[config.mk]
export PLATFORM = sky130hd
export DESIGN_NAME = note_envelope_sequencer_flat
export DESIGN_NICKNAME = d
export VERILOG_FILES = /design/src/rtl/note_envelope_sequencer_if.sv /design/src/rtl/note_envelope_sequencer.sv /design/src/flat_wrapper.sv
export SDC_FILE = /design/constraint.sdc
export NUM_CORES = 1
export LEC_CHECK = 0
export ABC_CLOCK_PERIOD_IN_PS = 13000
export BUFFER_PORTS_ARGS = -buffer_cell sky130_fd_sc_hd__buf_2
export CELL_PAD_IN_SITES_DETAIL_PLACEMENT = 1
export CELL_PAD_IN_SITES_GLOBAL_PLACEMENT = 1
export CORE_UTILIZATION = 50
export CTS_BUF_LIST = sky130_fd_sc_hd__clkbuf_2
export DETAILED_ROUTE_END_ITERATION = 6
export PLACE_DENSITY_LB_ADDON = 0.1
export SLEW_MARGIN = 5
export SYNTH_ARGS = -nofsm -noshare
export SYNTH_HDL_FRONTEND = slang
export SYNTH_SLANG_ARGS = --single-unit
[constraint.sdc]
create_clock -name CLOCK_50 -period 13 [get_ports CLOCK_50]
set_clock_uncertainty 0.15 [all_clocks]
set_input_delay 2.6 -clock CLOCK_50 [delete_from_list [all_inputs] [get_ports CLOCK_50]]
set_output_delay 2.6 -clock CLOCK_50 [all_outputs]
set_load 0.01 [all_outputs]
[src/rtl/note_envelope_sequencer_if.sv]
// Audio_Controller output-FIFO handshake: write strobe plus the stereo sample pair.
// The master drives the samples; the slave reports FIFO space.
interface note_envelope_sequencer_if;
  logic        audio_out_allowed;
  logic        write_audio_out;
  logic [31:0] left_channel_audio_out;
  logic [31:0] right_channel_audio_out;

  modport master (
    input  audio_out_allowed,
    output write_audio_out,
    output left_channel_audio_out,
    output right_channel_audio_out
  );

  modport slave (
    output audio_out_allowed,
    input  write_audio_out,
    input  left_channel_audio_out,
    input  right_channel_audio_out
  );
endinterface

[src/rtl/note_envelope_sequencer.sv]
// One piano voice: one-hot key -> square tone, ADSR volume envelope, scaled stereo
// samples streamed into Audio_Controller's output FIFO.
module note_envelope_sequencer #(
  parameter logic [23:0] AMPLITUDE     = 24'd10000000,
  parameter int          ATTACK_STEP   = 8,
  parameter int          DECAY_DIV     = 64,
  parameter int          SUSTAIN_LEVEL = 128,
  parameter int          RELEASE_STEP  = 4
) (
  input  logic                              CLOCK_50,
  input  logic                              reset,
  input  logic [9:0]                        note_sel,
  note_envelope_sequencer_if.master         aud,
  output logic                              voice_active,
  output logic [7:0]                        envelope
);

  localparam int DCW = (DECAY_DIV > 1) ? $clog2(DECAY_DIV) : 1;

  typedef enum logic [1:0] {IDLE, ATTACK, DECAY, RELEASE} state_t;

  state_t          state, state_d;
  logic [7:0]      volume, volume_d;
  logic [DCW-1:0]  decay_cnt, decay_cnt_d;
  logic [9:0]      note, note_d;
  logic [16:0]     half_period, half_period_d;
  logic [16:0]     tone_cnt;
  logic            snd;
  logic            restart;
  logic            note_valid;
  logic            write_cycle;
  logic [8:0]      vol_up;
  logic [31:0]     product;
  logic [31:0]     mag;
  logic [31:0]     sample;

  // Half-period in CLOCK_50 cycles, C4 (bit0) through E5 (bit9).
  function automatic logic [16:0] half_period_of(input logic [9:0] sel);
    case (sel)
      10'b0000000001: half_period_of = 17'd95554;
      10'b0000000010: half_period_of = 17'd85132;
      10'b0000000100: half_period_of = 17'd75842;
      10'b0000001000: half_period_of = 17'd71586;
      10'b0000010000: half_period_of = 17'd63775;
      10'b0000100000: half_period_of = 17'd56818;
      10'b0001000000: half_period_of = 17'd50620;
      10'b0010000000: half_period_of = 17'd47778;
      10'b0100000000: half_period_of = 17'd42568;
      10'b1000000000: half_period_of = 17'd37922;
      default:        half_period_of = 17'd0;
    endcase
  endfunction

  assign note_valid          = $onehot(note_sel);
  assign write_cycle         = aud.audio_out_allowed & ~reset;
  assign aud.write_audio_out = write_cycle;

  always_ff @(posedge CLOCK_50) begin
    if (reset) begin
      state       <= IDLE;
      volume      <= 8'd0;
      decay_cnt   <= '0;
      note        <= 10'd0;
      half_period <= 17'd0;
    end else begin
      state       <= state_d;
      volume      <= volume_d;
      decay_cnt   <= decay_cnt_d;
      note        <= note_d;
      half_period <= half_period_d;
    end
  end

  // Note changes pre-empt the envelope: a transition cycle never also steps volume.
  always_comb begin
    state_d       = state;
    volume_d      = volume;
    decay_cnt_d   = decay_cnt;
    note_d        = note;
    half_period_d = half_period;
    restart       = 1'b0;
    vol_up        = {1'b0, volume} + 9'(ATTACK_STEP);

    if (state == IDLE) begin
      if (note_valid) begin
        note_d        = note_sel;
        half_period_d = half_period_of(note_sel);
        restart       = 1'b1;
        state_d       = ATTACK;
      end
    end else if (note_valid && (note_sel != note)) begin
      note_d        = note_sel;
      half_period_d = half_period_of(note_sel);
      restart       = 1'b1;
      state_d       = ATTACK;
    end else if (!note_valid && (state != RELEASE)) begin
      state_d = RELEASE;
    end else if (write_cycle) begin
      case (state)
        ATTACK: begin
          if (vol_up >= 9'd255) begin
            volume_d    = 8'd255;
            decay_cnt_d = '0;
            state_d     = DECAY;
          end else begin
            volume_d = vol_up[7:0];
          end
        end
        DECAY: begin
          if (decay_cnt == DCW'(DECAY_DIV - 1)) begin
            decay_cnt_d = '0;
            if (volume > 8'(SUSTAIN_LEVEL))
              volume_d = volume - 8'd1;
          end else begin
            decay_cnt_d = decay_cnt + DCW'(1);
          end
        end
        RELEASE: begin
          if (volume <= 8'(RELEASE_STEP)) begin
            volume_d = 8'd0;
            state_d  = IDLE;
          end else begin
            volume_d = volume - 8'(RELEASE_STEP);
          end
        end
        default: ;
      endcase
    end
  end

  // Tone keeps running under backpressure; only a (re)start or IDLE clears it.
  always_ff @(posedge CLOCK_50) begin
    if (reset || restart || (state == IDLE)) begin
      tone_cnt <= 17'd0;
      snd      <= 1'b0;
    end else if (tone_cnt == half_period) begin
      tone_cnt <= 17'd0;
      snd      <= ~snd;
    end else begin
      tone_cnt <= tone_cnt + 17'd1;
    end
  end

  assign product = 32'(AMPLITUDE) * {24'd0, volume};
  assign mag     = product >> 8;

  always_ff @(posedge CLOCK_50) begin
    if (reset)
      sample <= 32'd0;
    else
      sample <= snd ? mag : (32'd0 - mag);
  end

  assign aud.left_channel_audio_out  = sample;
  assign aud.right_channel_audio_out = sample;
  assign voice_active                = (state != IDLE);
  assign envelope                    = volume;

endmodule

[src/flat_wrapper.sv]
// flat-port wrapper written by rule: the top's interface ports become plain ports
module note_envelope_sequencer_flat 
#(
  parameter logic [23:0] AMPLITUDE     = 24'd10000000,
  parameter int          ATTACK_STEP   = 8,
  parameter int          DECAY_DIV     = 64,
  parameter int          SUSTAIN_LEVEL = 128,
  parameter int          RELEASE_STEP  = 4
)
  (CLOCK_50, reset, note_sel, voice_active, envelope, aud_audio_out_allowed, aud_write_audio_out, aud_left_channel_audio_out, aud_right_channel_audio_out);
  note_envelope_sequencer_if aud_i ();
  input  logic CLOCK_50;
  input  logic reset;
  input  logic [9:0] note_sel;
  output logic voice_active;
  output logic [7:0] envelope;
  input wire logic [$bits(aud_i.audio_out_allowed)-1:0] aud_audio_out_allowed;
  output wire logic [$bits(aud_i.write_audio_out)-1:0] aud_write_audio_out;
  output wire logic [$bits(aud_i.left_channel_audio_out)-1:0] aud_left_channel_audio_out;
  output wire logic [$bits(aud_i.right_channel_audio_out)-1:0] aud_right_channel_audio_out;
  assign aud_i.audio_out_allowed = aud_audio_out_allowed;
  assign aud_write_audio_out = aud_i.write_audio_out;
  assign aud_left_channel_audio_out = aud_i.left_channel_audio_out;
  assign aud_right_channel_audio_out = aud_i.right_channel_audio_out;
  note_envelope_sequencer #(.AMPLITUDE(AMPLITUDE), .ATTACK_STEP(ATTACK_STEP), .DECAY_DIV(DECAY_DIV), .SUSTAIN_LEVEL(SUSTAIN_LEVEL), .RELEASE_STEP(RELEASE_STEP)) u_core (.CLOCK_50(CLOCK_50), .reset(reset), .note_sel(note_sel), .aud(aud_i), .voice_active(voice_active), .envelope(envelope));
endmodule
Word level (Yosys, flattened, before mapping)
Index checks and enable logic that the tools add are counted.
- add/subtract/negate cells: 15
- multipliers: 1
- $lt $le $gt $ge: 3
- equal/unequal tests: 24
- mux-type cells: 27
- bitwise logic cells: 6
- reductions and logical operators: 18
- operators by type and width (kind ; number):
    $pmux W17 S10 ; 1
    $mux W17 ; 3
    $mux W8 ; 4
    $mux W10 ; 3
    $mul A17 B8 Y25 const A ; 1
    $sub A1 B24 Y25 const A ; 1
    $mux W24 ; 1
    $pmux W8 S3 ; 1
    $add A17 B1 Y17 const B ; 1
    $eq A17 B17 Y1 ; 1
    $add A4 B4 Y4 ; 4
    $mux W2 ; 7
    $mux W6 ; 2
    $pmux W6 S2 ; 1
    $add A1 B1 Y2 ; 5
    $eq A10 B1 Y1 const B ; 1
    $eq A10 B10 Y1 const B ; 1
    $eq A10 B2 Y1 const B ; 1
    $eq A10 B3 Y1 const B ; 1
    $eq A10 B4 Y1 const B ; 1
    $eq A10 B5 Y1 const B ; 1
    $eq A10 B6 Y1 const B ; 1
    $eq A10 B7 Y1 const B ; 1
    $eq A10 B8 Y1 const B ; 1
    other kinds (33) ; 49
- bits in registers: 86
- input port bits: 13
- logic and storage cells: 103

Depth between registers and ports, before layout
Gate-level depths: netlist of the first run.
- depth in word-level cells: 11
- depth in mapped cells: 20
- gate-level depth less buffers: 17

Worst setup path before layout of the first run
OpenSTA, ideal clock, no wires.
- path type: input-to-reg
- start point: input note_sel[0]
- end point: register u_core.half_period[12]
- arrival time: 6366 ps
- data required time: 12715 ps
- slack: 6349 ps
- stages: 15
- cell sequence: inv_1 -> ha_1 -> inv_1 -> fa_1 -> fa_1 -> inv_1 -> fa_1 -> fa_1 -> or2_2 -> a21oi_1 -> o21a_1 -> clkbuf_1 -> clkbuf_1 -> mux2i_1 -> nor2_1
- word-level cells in the longest chain between the ends: 8
- RTL lines (element ; RTL line ; text):
    start: declaration ; flat_wrapper.sv:14 ; input logic [9:0] note_sel;
    $add A1 B1 Y2 (not written as such) ; note_envelope_sequencer.sv:54 ; assign note_valid = $onehot(note_sel);
    $add A4 B4 Y4 (not written as such) (3 in a row) ; note_envelope_sequencer.sv:54 ;
    $eq A4 B1 Y1 ; note_envelope_sequencer.sv:54 ;
    $logic_and A1 B1 Y1 ; note_envelope_sequencer.sv:91 ; end else if (note_valid && (note_sel != note)) begin
    $reduce_bool A2 Y1 (no line) ; n/a ;
    $reduce_and A2 Y1 (no line) ; n/a ;
    end signal: assignment ; note_envelope_sequencer.sv:70 ; half_period <= half_period_d;
    end: declaration ; note_envelope_sequencer.sv:26 ; logic [16:0] half_period, half_period_d;
Several ways; a longest one is shown, not always the timed one. The select of a mux whose other input is x is not followed.
A chain may end at the register's enable or synchronous reset.

Final worst setup path of the first run
- start point: input note_sel[0]
- end point: register u_core.half_period[5]
Same word-level chain as after synthesis.

==> metrics.csv, run 1 <==
metric;value;unit
antenna_found_initial;1;
fp-row-count;45;
slew_headroom;33.3;%
cp_num_buf_inv;5;
cp-end-kind;flip-flop;
yosysTopAreaCellShare;22.1;%
critPathMostFrequentCell;fa_1;
timing.max_cap.violations;0;
synth_cells;932;
cts_buffer_depth;2;
io_buffers;86;
wl_per_cell;17.2;um
grt_pass1_wl;33300;um
netlist_top_cells_area;dfxtp_1, ha_1, fa_1, nor2_1, xor2_1;
drc_errors;0;
tns;0;ns
hold_slack;0.389;ns
p_leak;4.15;nW
min_period;6.80;ns
synth_flop_cell;dfxtp_1;
fmax;147;MHz
yosys.area.top_type;dfxtp_1;
p_per_area;124;mW/mm^2
coreArea;0.0152;mm^2
drive_above_1_share;13.0;%
routed_via_density;5.73;
wl_met3;418;um
place_congestion;0.868;
ys_seq_elements;86;
grt_pass1_vias;6913;
finalNonFillerCells;1152;
die_w;127;um
setup_viol_count_final;0;
dp_cells;1135;
hpwl;15800;um
drt_pass1_iterations;4;
cp_cell_sequence;buf_2 -> inv_1 -> ha_1 -> inv_1 -> fa_1 -> fa_1 -> inv_1 -> fa_1 -> fa_1 -> or2_2 -> a21oi_1 -> o21a_1 -> buf_4 -> nand4b_1 -> o21ai_1 -> nor3_1;
crit_type;in2reg;
power.total;1.01;mW
die-area;0.0161;mm^2
grt_setup_unrepaired;false;
cts_tree;yes;
clock_sinks;86;
hold_path_class;reg2reg;
synthArstFlopShare;0;%
status;complete, no violations;
top_layer;met4;
crit_slowest_cell;o21ai_1;
worstSetupStartpointType;primary input;
synth_warnings;0;
cts_made_buffers;9;
ir_drop;0.0518;mV
cts-root-buf;clkbuf_2;
clkSlewWorstSetupHoldPaths;0.24;ns
antenna_left;0;
wirelength_met1;8640;um
slowest_delay;0.56;ns
areaGrowthSynthToFinish;4.73;%
ctsResizeCount;0;
crit_family;adder cells;
vias;6605;
htree_levels;3;
grt_max_degree;60;
initial_core_util;51.3;%
synth_edf_count;0;
synth_area_per_cell;8.37;um^2
finalNetCount;1106;
slew_violations;0;
synth_nets;1080;
worst_slew_pin_slew;0.999;ns
synth_area;0.00780;mm^2
die_h;127;um
clkLatencyLatePin;0.61;ns
arrival;7.14;ns
route.final.wire_length;19900;um
cts_setup_buffers;0;
drt-initial-drc-count;210;
route.met2.wl;10400;um
grt-ovfl-total;0;
gr-usage-all-layers;25.7;%
io_pins;87;
critPathMaxFanout;43;
finalHoldViolations;0;
synth_seq_area_share;22.1;%
crit_required;13.34;ns
finalCritPeriodShare;52.3;%
ys_types;72;
holdBufCountCts;0;
-- registers in the layout (all words and copies together) (netlist names) --
name / count
u_core.state: 2
u_core.aud.left_channel_audio_out: 25
u_core.half_period: 17
u_core.tone_cnt: 17
u_core.decay_cnt: 6
u_core.envelope: 8
u_core.note: 10
u_core.snd: 1
-- kinds of logic (layout without fill, tap and decap cells) --
logic type / after synthesis / in the layout / synth area share, %
buffers and inverters: 143 / 174 / 8.99
XOR/XNOR: 73 / 73 / 8.20
other: 0 / 1 / 0
adder cells (fa/ha/maj): 135 / 135 / 24.0
flip-flops: 86 / 86 / 22.1
AO/OA/AOI/OAI: 179 / 179 / 15.4
AND/OR/NAND/NOR: 298 / 298 / 19.0
multiplexers: 18 / 18 / 2.31
-- path summary, 6_finish.rpt --
check                                        start                                          endpoint  slack, ns  depth (start not counted)
hold reg to reg   u_core.decay_cnt[3]$_SDFFE_PP0P_                  u_core.decay_cnt[3]$_SDFFE_PP0P_       0.39                          2
setup / recovery                       note_sel[0]                u_core.half_period[5]$_SDFFE_PP0P_       6.20                         16
hold / removal    u_core.decay_cnt[3]$_SDFFE_PP0P_                  u_core.decay_cnt[3]$_SDFFE_PP0P_       0.39                          2
setup reg to reg   u_core.envelope[6]$_SDFFE_PP0P_  u_core.aud.left_channel_audio_out[23]$_SDFF_PP0_       6.98                         17
-- synthesized netlist by cell type (5+ instances only) --
master    count
nor4_1        6
ha_1        111
xor2_1       40
or3_1         9
or2_2         7
o21ai_0      31
fa_1         24
inv_1        70
a211oi_1     21
nand2_1      46
and3_1       13
and2_1        9
nor2b_1       7
nand3_1      30
nand4_1      11
a311oi_1      5
xnor2_1      33
a21o_1       13
nor3_1       24
buf_4        39
mux2i_1      18
clkbuf_1     28
a21oi_1      53
dfxtp_1      86
a31oi_1      10
nor2_1      112
o21a_1        5
-- tightest hold or removal path, delay by kind of cell (launching register included) --
kind | cells | cell delay, ns
and+or+nand+nor | 1 | 0.08
AOI/OAI and AO/OA | 1 | 0.05
DFF | 1 | 0.40
-- power breakdown --
group	internal, mW	switching, mW
clock	0.0472	0.105
combinational	0.215	0.287
sequential	0.312	0.0483
-- layout by cell type, fill, tap and decap left out, drive strengths merged, types with 4 or more instances in the layout --
cell | synthesis | layout
nor3 | 24 | 24
or2 | 7 | 7
a311oi | 5 | 5
o21a | 5 | 5
a21o | 13 | 13
and2 | 9 | 9
nor3b | 4 | 4
o31ai | 4 | 4
nand2 | 46 | 46
clkbuf | 29 | 9
xnor2 | 33 | 33
a31oi | 10 | 10
nand4 | 11 | 11
dfxtp | 86 | 86
ha | 111 | 111
a21oi | 53 | 53
mux2i | 18 | 18
nand4b | 4 | 4
xor2 | 40 | 40
nor2 | 112 | 112
nand3 | 30 | 30
inv | 70 | 74
buf | 44 | 88
o211ai | 4 | 4
fa | 24 | 24
nor4 | 7 | 7
or3 | 11 | 11
nor2b | 7 | 7
a211oi | 23 | 23
and3 | 14 | 14
o21ai | 35 | 35
-- final cells by class --
cell class                      instances  area [um^2]
Fill cell                            1878         7040
Multi-Input combinational cell        703         5370
Sequential cell                        86         1720
Timing Repair Buffer                   88          445
Inverter                               70          263
Tap cell                              188          235
Clock inverter                          7         78.8
Clock buffer                            9         45.0
Antenna cell                            1         2.50
-- metal layers --
layer	vias up	track usage, %
met5	-	0
li1	3252	-
met3	24	2.70
met4	0	9.87
met1	3238	29.8
met2	91	48.1
-- metrics by stage --
stage / instance area, um^2 / util (%) / setup slack [ns]
global route: 8170 / 53.7 / 5.93
CTS: 8160 / 53.7 / 6.24
floorplan: 7800 / - / 6.35
finish: 8170 / 53.7 / 6.20
detailed placement: 8040 / 52.9 / 5.54
global placement: 8040 / 52.9 / 5.78
No activity file was read; power rests on OpenSTA's default activity.
==> run 2, diff against run 1 <==
--- a/config.mk
+++ b/config.mk
@@ -5,11 +5,11 @@
 export SDC_FILE = /design/constraint.sdc
 export NUM_CORES = 1
 export LEC_CHECK = 0
-export ABC_CLOCK_PERIOD_IN_PS = 13000
+export ABC_CLOCK_PERIOD_IN_PS = 6420
 export BUFFER_PORTS_ARGS = -buffer_cell sky130_fd_sc_hd__buf_2
 export CELL_PAD_IN_SITES_DETAIL_PLACEMENT = 1
 export CELL_PAD_IN_SITES_GLOBAL_PLACEMENT = 1
-export CORE_UTILIZATION = 50
+export CORE_UTILIZATION = 46
 export CTS_BUF_LIST = sky130_fd_sc_hd__clkbuf_2
 export DETAILED_ROUTE_END_ITERATION = 6
 export PLACE_DENSITY_LB_ADDON = 0.1
==> constraint.sdc (replaced) <==
create_clock -name CLOCK_50 -period 6.42 [get_ports CLOCK_50]
set_clock_uncertainty 0.15 [all_clocks]
set_input_delay 1.284 -clock CLOCK_50 [delete_from_list [all_inputs] [get_ports CLOCK_50]]
set_output_delay 1.284 -clock CLOCK_50 [all_outputs]
set_load 0.01 [all_outputs]
==> run 2 against run 1 <==
- routed wire length shrank 1.4%
- non-clock buffer count is 8 higher
- total power rose by 100%
- global-route usage shrank 2.9 points
- sequential share of layout area fell by 0.28 points
- combinational power up 100%
- first-iteration DRC count is 18% lower
- via count down 1.5%
- cell count up 3.4%
- register-to-register slack worse by 6.1 ns
==> metrics.csv, run 2 (same netlist as run 1, synthesis figures left out) <==
metric;value;unit;change
slew_violations;0;;unchanged
drc_errors;0;;unchanged
setup_viol_count_final;0;;unchanged
grt_pass1_wl;32200;um;-3.3%
regToRegSetupSlack;0.90;ns;-6.08 ns
cts_buffer_depth;2;;unchanged
final_cell_mix;nor2_1, ha_1, buf_2, dfxtp_1, inv_1;;
grt_max_degree;60;;unchanged
cp_cell_sequence;inv_1 -> ha_1 -> ha_1 -> inv_1 -> fa_1 -> fa_1 -> inv_1 -> ha_1 -> a21o_1 -> a221oi_4 -> nor3_1 -> nor3_1 -> o221ai_1 -> nor4_4 -> a21oi_1 -> xnor2_1 -> and2_1;;
hpwl;15300;um;-3.4%
tns;0;ns;unchanged
timing.rr.start;u_core.envelope[4]$_SDFFE_PP0P_;;
htree_levels;3;;unchanged
r2r_cells;17;;unchanged
drive_above_1_share;13.8;%;+0.82 points
worst_slew_pin_slew;1.03;ns;+0.0271 ns
route.final.wire_length;19600;um;-1.4%
clkSlewWorstSetupHoldPaths;0.26;ns;+0.02 ns
holdBufCountCts;0;;unchanged
ctsResizeCount;0;;unchanged
finalNonFillerCells;1191;;+3.4%
dp_slack;0.722;ns;-4.82 ns
fp-row-count;47;;+4.4%
slew_headroom;31.5;%;-1.8 points
grt_setup_unrepaired;false;;
arrival;5.91;ns;-1.23 ns
io_pins;87;;unchanged
areaGrowthSynthToFinish;6.15;%;
antenna_found_initial;0;;-1
timing.max_cap.violations;0;;unchanged
cts_tree;yes;;
wl_per_cell;16.4;um;-4.7%
p_per_area;250;mW/mm^2;+100%
largest_reg_flops;25;;unchanged
hold_path_class;reg2reg;;
die_h;132;um;+4.2%
hold_depth;2;;unchanged
crit_family;adder cells;;
cp_num_buf_inv;3;;-2
fmax;181;MHz;
min_period;5.52;ns;
vias;6508;;-1.5%
die_w;132;um;+4.2%
grt-ovfl-total;0;;unchanged
final_common_cell;nor2_1;;
cts_setup_buffers;0;;unchanged
dp_cells;1175;;+3.5%
slowest_delay;0.74;ns;+0.18 ns
gr-usage-all-layers;22.7;%;-2.9 points
ir_drop;0.128;mV;+150%
crit_type;reg2reg;;
clkLatencyLatePin;0.62;ns;about the same
io_buffers;86;;unchanged
cts_made_buffers;9;;unchanged
finalWorstSetupSlack;0.900;ns;-5.30 ns
finalCritPeriodShare;86.0;%;
place_congestion;0.832;;-4.1%
finalHoldViolations;0;;unchanged
min_from;u_core.half_period[8]$_SDFFE_PP0P_;;
initial_core_util;47.0;%;-4.3 points
clock_sinks;86;;unchanged
r2r_end;u_core.aud.left_channel_audio_out[19]$_SDFF_PP0_;;
cp-end-kind;flip-flop;;
hold_slack;0.386;ns;-0.00292 ns
crit_slowest_cell;dfxtp_1;;
worstSetupStartpointType;flip-flop;;
drt_pass1_iterations;4;;unchanged
routed_via_density;5.46;;-4.7%
antenna_left;0;;unchanged
critPathMaxFanout;12;;-72%
status;complete, no violations;;
diodes;0;;-1
finalNetCount;1114;;+0.72%
crit_required;6.81;ns;-6.53 ns
grt_pass1_vias;6542;;-5.4%
coreArea;0.0166;mm^2;+9.1%
whs_endpoint;u_core.half_period[8]$_SDFFE_PP0P_;;
drt-initial-drc-count;172;;-18%
final_util;49.9;%;-3.8 points
die-area;0.0175;mm^2;+8.6%
p_leak;4.20;nW;+1.2%
cts-root-buf;clkbuf_2;;
==> run 2: cell types whose count changed in the layout (fill, tap and decap cells not counted) <==
| cell | before | now |
|---|---|---|
| diode_2 | 1 | 0 |
| clkinv_1 | 1 | 0 |
| clkinv_8 | 0 | 1 |
| buf_4 | 2 | 10 |
| clkinv_4 | 0 | 1 |
| inv_6 | 3 | 2 |
==> run 2: metal layers <==
layer | wire, um | share of wire [%] | GRT usage [%] | vias to the layer above
met5 | 0 | 0 | 0 | -
met4 | 214 | 1.1 | 6.13 | 0
met3 | 420 | 2.1 | 2.35 | 14
met2 | 10100 | 51 | 41.6 | 58
met1 | 8870 | 45 | 28.3 | 3178
li1 | - | - | - | 3258
==> run 2: how the worst max path moves through the flow <==
stage                                    start                                                to  depth (start not counted)
3_3_place_gp                       note_sel[0]                u_core.half_period[5]$_SDFFE_PP0P_                         15
6_report       u_core.envelope[4]$_SDFFE_PP0P_  u_core.aud.left_channel_audio_out[19]$_SDFF_PP0_                         17
3_5_place_dp                       note_sel[0]                      u_core.state[1]$_SDFFE_PP0P_                         16
4_1_cts        u_core.envelope[4]$_SDFFE_PP0P_  u_core.aud.left_channel_audio_out[19]$_SDFF_PP0_                         17
5_1_grt        u_core.envelope[4]$_SDFFE_PP0P_  u_core.aud.left_channel_audio_out[19]$_SDFF_PP0_                         17
2_1_floorplan                      note_sel[0]               u_core.half_period[12]$_SDFFE_PP0P_                         15
==> run 2: worst reg2reg max path, stage by stage (launching register included) <==
cell	delay [ns]
dfxtp_1	0.74
inv_1	0.14
ha_1	0.40
ha_1	0.31
inv_1	0.05
fa_1	0.44
fa_1	0.51
inv_1	0.05
ha_1	0.40
a21o_1	0.26
a221oi_4	0.40
nor3_1	0.16
nor3_1	0.25
o221ai_1	0.27
nor4_4	0.45
a21oi_1	0.15
xnor2_1	0.17
and2_1	0.16
==> run 2: final cells by class <==
type | count | area, um^2
Fill cell | 2068 | 8310
Multi-Input combinational cell | 703 | 5370
Sequential cell | 86 | 1720
Timing Repair Buffer | 96 | 505
Tap cell | 220 | 275
Inverter | 70 | 263
Clock inverter | 7 | 91.3
Clock buffer | 9 | 45.0
==> run 2: where the power goes <==
| part | total (mW) | internal [mW] | switching (mW) |
|---|---|---|---|
| Sequential | 0.723 | 0.633 | 0.0906 |
| Combinational | 1.01 | 0.435 | 0.576 |
| Clock | 0.331 | 0.100 | 0.231 |
| Total | 2.07 | 1.17 | 0.898 |
==> run 2: stage by stage <==
stage	instance area [um^2]	power (mW)
6_report	8280	2.07
5_1_grt	8280	2.23
4_1_cts	8280	2.10
3_5_place_dp	8140	1.75
3_3_place_gp	8140	1.73
2_1_floorplan	7800	1.54
